File: src/rtl/program_loader_if.sv
// rtl/program_loader_if.sv - byte link and program memory write bus of the loader
`ifndef ADDRESS_SIZE
`define ADDRESS_SIZE 8
`endif
`ifndef INSTRUCTION_SIZE
`define INSTRUCTION_SIZE 16
`endif

interface program_loader_if #(
    parameter int ADDRESS_SIZE = `ADDRESS_SIZE,
    parameter int DATA_SIZE    = `INSTRUCTION_SIZE
);
    logic                    rx_valid;
    logic [7:0]              rx_data;
    logic                    rx_ready;
    logic                    mem_write_enable;
    logic [ADDRESS_SIZE-1:0] mem_address;
    logic [DATA_SIZE-1:0]    mem_data;

    // Host side: sends bytes and observes the memory write port
    modport master (
        output rx_valid, rx_data,
        input  rx_ready, mem_write_enable, mem_address, mem_data
    );

    // Loader side: consumes bytes and drives the memory write port
    modport slave (
        input  rx_valid, rx_data,
        output rx_ready, mem_write_enable, mem_address, mem_data
    );
endinterface

File: src/rtl/program_loader.sv
// rtl/program_loader.sv - assembles a length-prefixed byte stream into program memory writes
`ifndef ADDRESS_SIZE
`define ADDRESS_SIZE 8
`endif
`ifndef INSTRUCTION_SIZE
`define INSTRUCTION_SIZE 16
`endif
`ifndef PROG_MEMORY_SIZE
`define PROG_MEMORY_SIZE 256
`endif

module program_loader #(
    parameter int ADDRESS_SIZE = `ADDRESS_SIZE,
    parameter int DATA_SIZE    = `INSTRUCTION_SIZE,
    parameter int SIZE         = `PROG_MEMORY_SIZE
) (
    input  logic                  clock,
    input  logic                  reset,
    input  logic                  start,
    program_loader_if.slave       link,
    output logic                  busy,
    output logic                  done,
    output logic                  error,
    output logic                  cpu_hold,
    output logic [ADDRESS_SIZE:0] words_loaded
);
    localparam int BYTES   = DATA_SIZE / 8;
    localparam int COUNT_W = (BYTES > 1) ? $clog2(BYTES) : 1;
    localparam logic [COUNT_W-1:0] LAST_BYTE = COUNT_W'(BYTES - 1);

    typedef enum logic [2:0] {
        ST_IDLE, ST_LEN_HI, ST_LEN_LO, ST_DATA, ST_WRITE, ST_DONE, ST_ERROR
    } state_t;

    state_t                  state;
    logic [15:0]             length;
    logic [COUNT_W-1:0]      byte_count;
    logic [DATA_SIZE-1:0]    word;

    logic                    transfer;
    logic [15:0]             length_in;
    logic [DATA_SIZE-1:0]    word_next;
    logic [ADDRESS_SIZE:0]   words_next;

    // Byte acceptance, full length as it completes, word with the new byte shifted in at the LSB
    assign transfer   = link.rx_valid && link.rx_ready;
    assign length_in  = {length[15:8], link.rx_data};
    assign word_next  = DATA_SIZE'({word, link.rx_data});
    assign words_next = words_loaded + (ADDRESS_SIZE + 1)'(1);

    // Load sequencer; every output is registered and set on the transition into its state
    always_ff @(posedge clock or negedge reset) begin
        if (!reset) begin
            state                 <= ST_IDLE;
            length                <= '0;
            byte_count            <= '0;
            word                  <= '0;
            words_loaded          <= '0;
            link.rx_ready         <= 1'b0;
            link.mem_write_enable <= 1'b0;
            link.mem_address      <= '0;
            link.mem_data         <= '0;
            busy                  <= 1'b0;
            done                  <= 1'b0;
            error                 <= 1'b0;
            cpu_hold              <= 1'b1;
        end else begin
            case (state)
                ST_IDLE, ST_DONE, ST_ERROR: begin
                    if (start) begin
                        state         <= ST_LEN_HI;
                        done          <= 1'b0;
                        error         <= 1'b0;
                        words_loaded  <= '0;
                        byte_count    <= '0;
                        busy          <= 1'b1;
                        cpu_hold      <= 1'b1;
                        link.rx_ready <= 1'b1;
                    end
                end
                ST_LEN_HI: begin
                    if (transfer) begin
                        length[15:8] <= link.rx_data;
                        state        <= ST_LEN_LO;
                    end
                end
                ST_LEN_LO: begin
                    if (transfer) begin
                        length[7:0] <= link.rx_data;
                        if (length_in == 16'd0) begin
                            state         <= ST_DONE;
                            link.rx_ready <= 1'b0;
                            busy          <= 1'b0;
                            done          <= 1'b1;
                            cpu_hold      <= 1'b0;
                        end else if (32'(length_in) > 32'(SIZE)) begin
                            state         <= ST_ERROR;
                            link.rx_ready <= 1'b0;
                            busy          <= 1'b0;
                            error         <= 1'b1;
                        end else begin
                            state <= ST_DATA;
                        end
                    end
                end
                ST_DATA: begin
                    if (transfer) begin
                        word <= word_next;
                        if (byte_count == LAST_BYTE) begin
                            byte_count            <= '0;
                            state                 <= ST_WRITE;
                            link.rx_ready         <= 1'b0;
                            link.mem_write_enable <= 1'b1;
                            link.mem_address      <= words_loaded[ADDRESS_SIZE-1:0];
                            link.mem_data         <= word_next;
                        end else begin
                            byte_count <= byte_count + COUNT_W'(1);
                        end
                    end
                end
                ST_WRITE: begin
                    link.mem_write_enable <= 1'b0;
                    words_loaded          <= words_next;
                    if (32'(words_next) == 32'(length)) begin
                        state    <= ST_DONE;
                        busy     <= 1'b0;
                        done     <= 1'b1;
                        cpu_hold <= 1'b0;
                    end else begin
                        state         <= ST_DATA;
                        link.rx_ready <= 1'b1;
                    end
                end
                default: begin
                    state                 <= ST_IDLE;
                    link.rx_ready         <= 1'b0;
                    link.mem_write_enable <= 1'b0;
                    busy                  <= 1'b0;
                    cpu_hold              <= 1'b1;
                end
            endcase
        end
    end
endmodule

File: src/flat_wrapper.sv
// flat-port wrapper written by rule: the top's interface ports become plain ports
module program_loader_flat 
#(
    parameter int ADDRESS_SIZE = `ADDRESS_SIZE,
    parameter int DATA_SIZE    = `INSTRUCTION_SIZE,
    parameter int SIZE         = `PROG_MEMORY_SIZE
)
  (clock, reset, start, busy, done, error, cpu_hold, words_loaded, link_rx_valid, link_rx_data, link_rx_ready, link_mem_write_enable, link_mem_address, link_mem_data);
  program_loader_if #(.ADDRESS_SIZE(ADDRESS_SIZE), .DATA_SIZE(DATA_SIZE)) link_i ();
  input  logic clock;
  input  logic reset;
  input  logic start;
  output logic busy;
  output logic done;
  output logic error;
  output logic cpu_hold;
  output logic [ADDRESS_SIZE:0] words_loaded;
  input wire logic [$bits(link_i.rx_valid)-1:0] link_rx_valid;
  input wire logic [$bits(link_i.rx_data)-1:0] link_rx_data;
  output wire logic [$bits(link_i.rx_ready)-1:0] link_rx_ready;
  output wire logic [$bits(link_i.mem_write_enable)-1:0] link_mem_write_enable;
  output wire logic [$bits(link_i.mem_address)-1:0] link_mem_address;
  output wire logic [$bits(link_i.mem_data)-1:0] link_mem_data;
  assign link_i.rx_valid = link_rx_valid;
  assign link_i.rx_data = link_rx_data;
  assign link_rx_ready = link_i.rx_ready;
  assign link_mem_write_enable = link_i.mem_write_enable;
  assign link_mem_address = link_i.mem_address;
  assign link_mem_data = link_i.mem_data;
  program_loader #(.ADDRESS_SIZE(ADDRESS_SIZE), .DATA_SIZE(DATA_SIZE), .SIZE(SIZE)) u_core (.clock(clock), .reset(reset), .start(start), .link(link_i), .busy(busy), .done(done), .error(error), .cpu_hold(cpu_hold), .words_loaded(words_loaded));
endmodule
File: config.mk
export PLATFORM = sky130hd
export DESIGN_NAME = program_loader_flat
export DESIGN_NICKNAME = d
export VERILOG_FILES = /design/src/rtl/program_loader_if.sv /design/src/rtl/program_loader.sv /design/src/flat_wrapper.sv
export SDC_FILE = /design/constraint.sdc
export NUM_CORES = 1
export LEC_CHECK = 0
export CAP_MARGIN = 0
export CORE_MARGIN = 5
export CORE_UTILIZATION = 25
export CTS_CLUSTER_DIAMETER = 30
export DETAILED_ROUTE_END_ITERATION = 8
export PLACE_DENSITY = 0.48
export SLEW_MARGIN = 20
export SYNTH_ARGS = -nofsm -noshare
export SYNTH_HDL_FRONTEND = slang
export SYNTH_SLANG_ARGS = --single-unit
File: constraint.sdc
create_clock -name clock -period 2.6 [get_ports clock]
set_clock_uncertainty 0.1 [all_clocks]
set_input_delay 0.26 -clock clock [delete_from_list [all_inputs] [get_ports clock]]
set_output_delay 0.26 -clock clock [all_outputs]
set_load 0.01 [all_outputs]
==> impl_metrics.csv <==
group,metric,value,unit
status,status,"finished, final reports clean",
routing,drtPass1Iterations,4,
critical_path,crit_type,"flip-flop to flip-flop",
final_layout,layout_commonest_cell,"dfrtp_1",
final_layout,stdcell_count,527,
cts,post-cts-setup-buffer-count,0,
timing,final.min_clock_period,2310,ps
power_and_ir_drop,seqPwrFrac,39.5,%
critical_path,cp.arrival,2430,ps
timing,final.setup.tns,0,ps
cts,clkTransAtPathRegs,60,ps
synth,ys_seq_area_share,50.9,%
critical_path,startpoint,"u_core.words_loaded[1]$_DFFE_PN0P_",
critical_path,startpoint_type,"flip-flop",
global_routing,antenna_found_initial,0,
critical_path,crit_fanout,8,
floorplan,die_w,125,um
final_layout,area_delta_synth_final,30.8,%
timing,worst_pin_slew,670,ps
power_and_ir_drop,p_clk_share,27.4,%
placement,dpl.hpwl,5.97,mm
synth,ys_warn_count,0,
power_and_ir_drop,switching_power,1.43,mW
global_routing,grt_use_total,11.1,%
routing,vias_per_cell,4.65,
floorplan,io_pins,51,
synth,synthArstFlopShare,100,%
power_and_ir_drop,power.density,979,mW/mm2
cts,clock_latency,330,ps
power_and_ir_drop,switching_share,34.0,%
routing,drt-total-wl,8.32,mm
global_routing,grt_pass1_vias,2634,
final_layout,final_cell_mix,"dfrtp_1 (66), clkdlybuf4s50_1 (49), mux2_2 (46), nand2_1 (20), o21ai_0 (17)",
synth,avgSynthCellArea,11.3,um2
floorplan,dieArea,0.0156,mm2
placement,numPortBuffers,50,
floorplan,coreArea,0.0131,mm2
synth,synth_edf_count,0,
routing,drc,0,
global_routing,met2_usage,17.7,%
critical_path,critical_path_required,2710,ps
synth,yosys.cell_types.count,59,
synth,ys.flop_type,"dfrtp_1",
cts,hold_buffers,1,
placement,placed_cells,510,
final_layout,drive_gt1_share,23.6,%
power_and_ir_drop,p_total,4.22,mW
floorplan,start_util,25.2,%
global_routing,grt_pass1_wl,13.9,mm
final_layout,utilization,32.9,%
cts,cts_resized,0,
floorplan,die_y,125,um
global_routing,use_met1,13.8,%
timing,rsz0062_at_grt,"false",
routing,routedWlPerCell,15.8,um
power_and_ir_drop,internal_power,2.79,mW
routing,antenna_left,0,
power_and_ir_drop,peakVddDrop,0.410,mV
cts,clkSinkCount,67,
routing,initialDrtViolationCount,69,
power_and_ir_drop,combPwrFrac,33.1,%
global_routing,grt-ovfl-total,0,
timing,max_slew_margin,55.3,%
routing,via_count,2448,
final_layout,layout.nets,359,
cts,cts_inserted_buffers,9,
cts,cts_buffer_depth,2,
timing,hold_viol_final,0,
cts,cts_root_buffer,"clkbuf_16",
timing,drv_slew,0,
global_routing,busiest_layer,"met2",
global_routing,gr-usage-met3,4.59,%
critical_path,worstSetupEndpointType,"flip-flop",
synth,syn-num-nets,305,
flow_run,maxCapViolCount,0,
final_layout,antennaDiodeCount,0,
synth,syn_inst,292,
critical_path,r2r-start,"u_core.words_loaded[1]$_DFFE_PN0P_",
worst_hold_path,min-delay-path-class,"primary input to async pin",
timing,fmax,432,MHz
timing,hold_slack,334,ps
synth,synthesis.area,0.00330,mm2
timing,setup_viol,0,
global_routing,grt_max_degree,50,
placement,gp_congestion,0.798,
timing,min_period_over_period,89.0,%
final_layout,fillers,1316,
floorplan,num_rows,42,
cts,cts_tree,"done",
cts,cts.htree.levels,3,
power_and_ir_drop,p_leak,1.82,nW
synth,ys_ff_latch,67,
power groups by stage:
stage	Combinational (mW)	Sequential (mW)	Clock (mW)
3_3_place_gp	1.40	1.68	0
3_5_place_dp	1.41	1.69	0
4_1_cts	1.42	1.67	1.19
5_1_grt	1.55	1.72	1.24
2_1_floorplan	1.01	1.59	0
6_report	1.40	1.67	1.16
registers in the layout, indices dropped and copies added, names as in the netlist, 3 cells and up:
| register | cells |
|---|---|
| u_core.words_loaded | 9 |
| u_core.link.mem_data | 16 |
| u_core.link.mem_address | 8 |
| u_core.length | 16 |
| u_core.word | 8 |
| u_core.state | 3 |
final cells by class:
cell class                 instances  area (um2)  area share (%)
timing repair buffer              58         571            13.2
clock inverter                     5        37.5           0.871
tap                              176         220            5.11
clock buffer                      11         253            5.87
multi-input combinational        206        1540            35.6
inverter                           4        15.0           0.348
sequential                        67        1680            38.9
synth_stat cells (all sizes together) (5+ instances only):
cell type,count,area (um2)
dfrtp,66,1650
mux2,47,529
nand2,20,75.1
o21ai,20,104
nor2,16,60.1
clkbuf,10,37.5
a21oi,8,40.0
nand3,8,40.0
nor3,7,45.0
buf,5,30.0
nor2b,5,31.3
nor4,5,37.5
o31ai,5,37.5
xnor2,5,43.8
layer usage:
layer  vias to the layer above  part of all wire [%]  wire length [um]
met2                        57                    46              3790
li1                       1186                     -                 -
met3                         8                   6.0               498
met4                         0                   1.2               103
met5                         -                     0                 0
met1                      1197                    47              3930
critical path, cell delays in order, from the launching register on:
cell and delay (ps):
dfrtp_1 450, ha_1 360, and2_1 200, a221oi_1 90
a211o_1 280, nor2_1 320, nor2_1 110, o311a_1 290
cell families after synthesis:
kind of cell,Yosys count,share of synthesized area (%)
DFF,67,50.9
buffers and inverters,19,2.51
adders and majority gates,1,0.380
and+or+nand+nor,87,14.6
xor gates and xnor gates,9,2.39
muxes,48,16.4
AOI/OAI and AO/OA,61,12.9
final timing paths:
kind	endpoint	slack [ps]	cells after the start
worst max-delay path	u_core.done$_DFFE_PN0P_	290	7
worst max register to register	u_core.done$_DFFE_PN0P_	290	7
worst min-delay path	u_core.state[0]$_DFFE_PN0P_	330	2
max in group asynchronous	u_core.link.mem_data[12]$_DFFE_PN0P_	1440	3
worst min register to register	u_core.link.mem_address[5]$_DFFE_PN0P_	380	2
min in group clock	u_core.link.mem_address[5]$_DFFE_PN0P_	380	2
through the flow:
step	worst slack [ps]	area, um2
floorplan	396	3300
global placement	239	4010
detailed placement	227	4010
CTS	262	4310
global route	156	4310
finish	285	4310
Power figures use the tool's default switching activity.
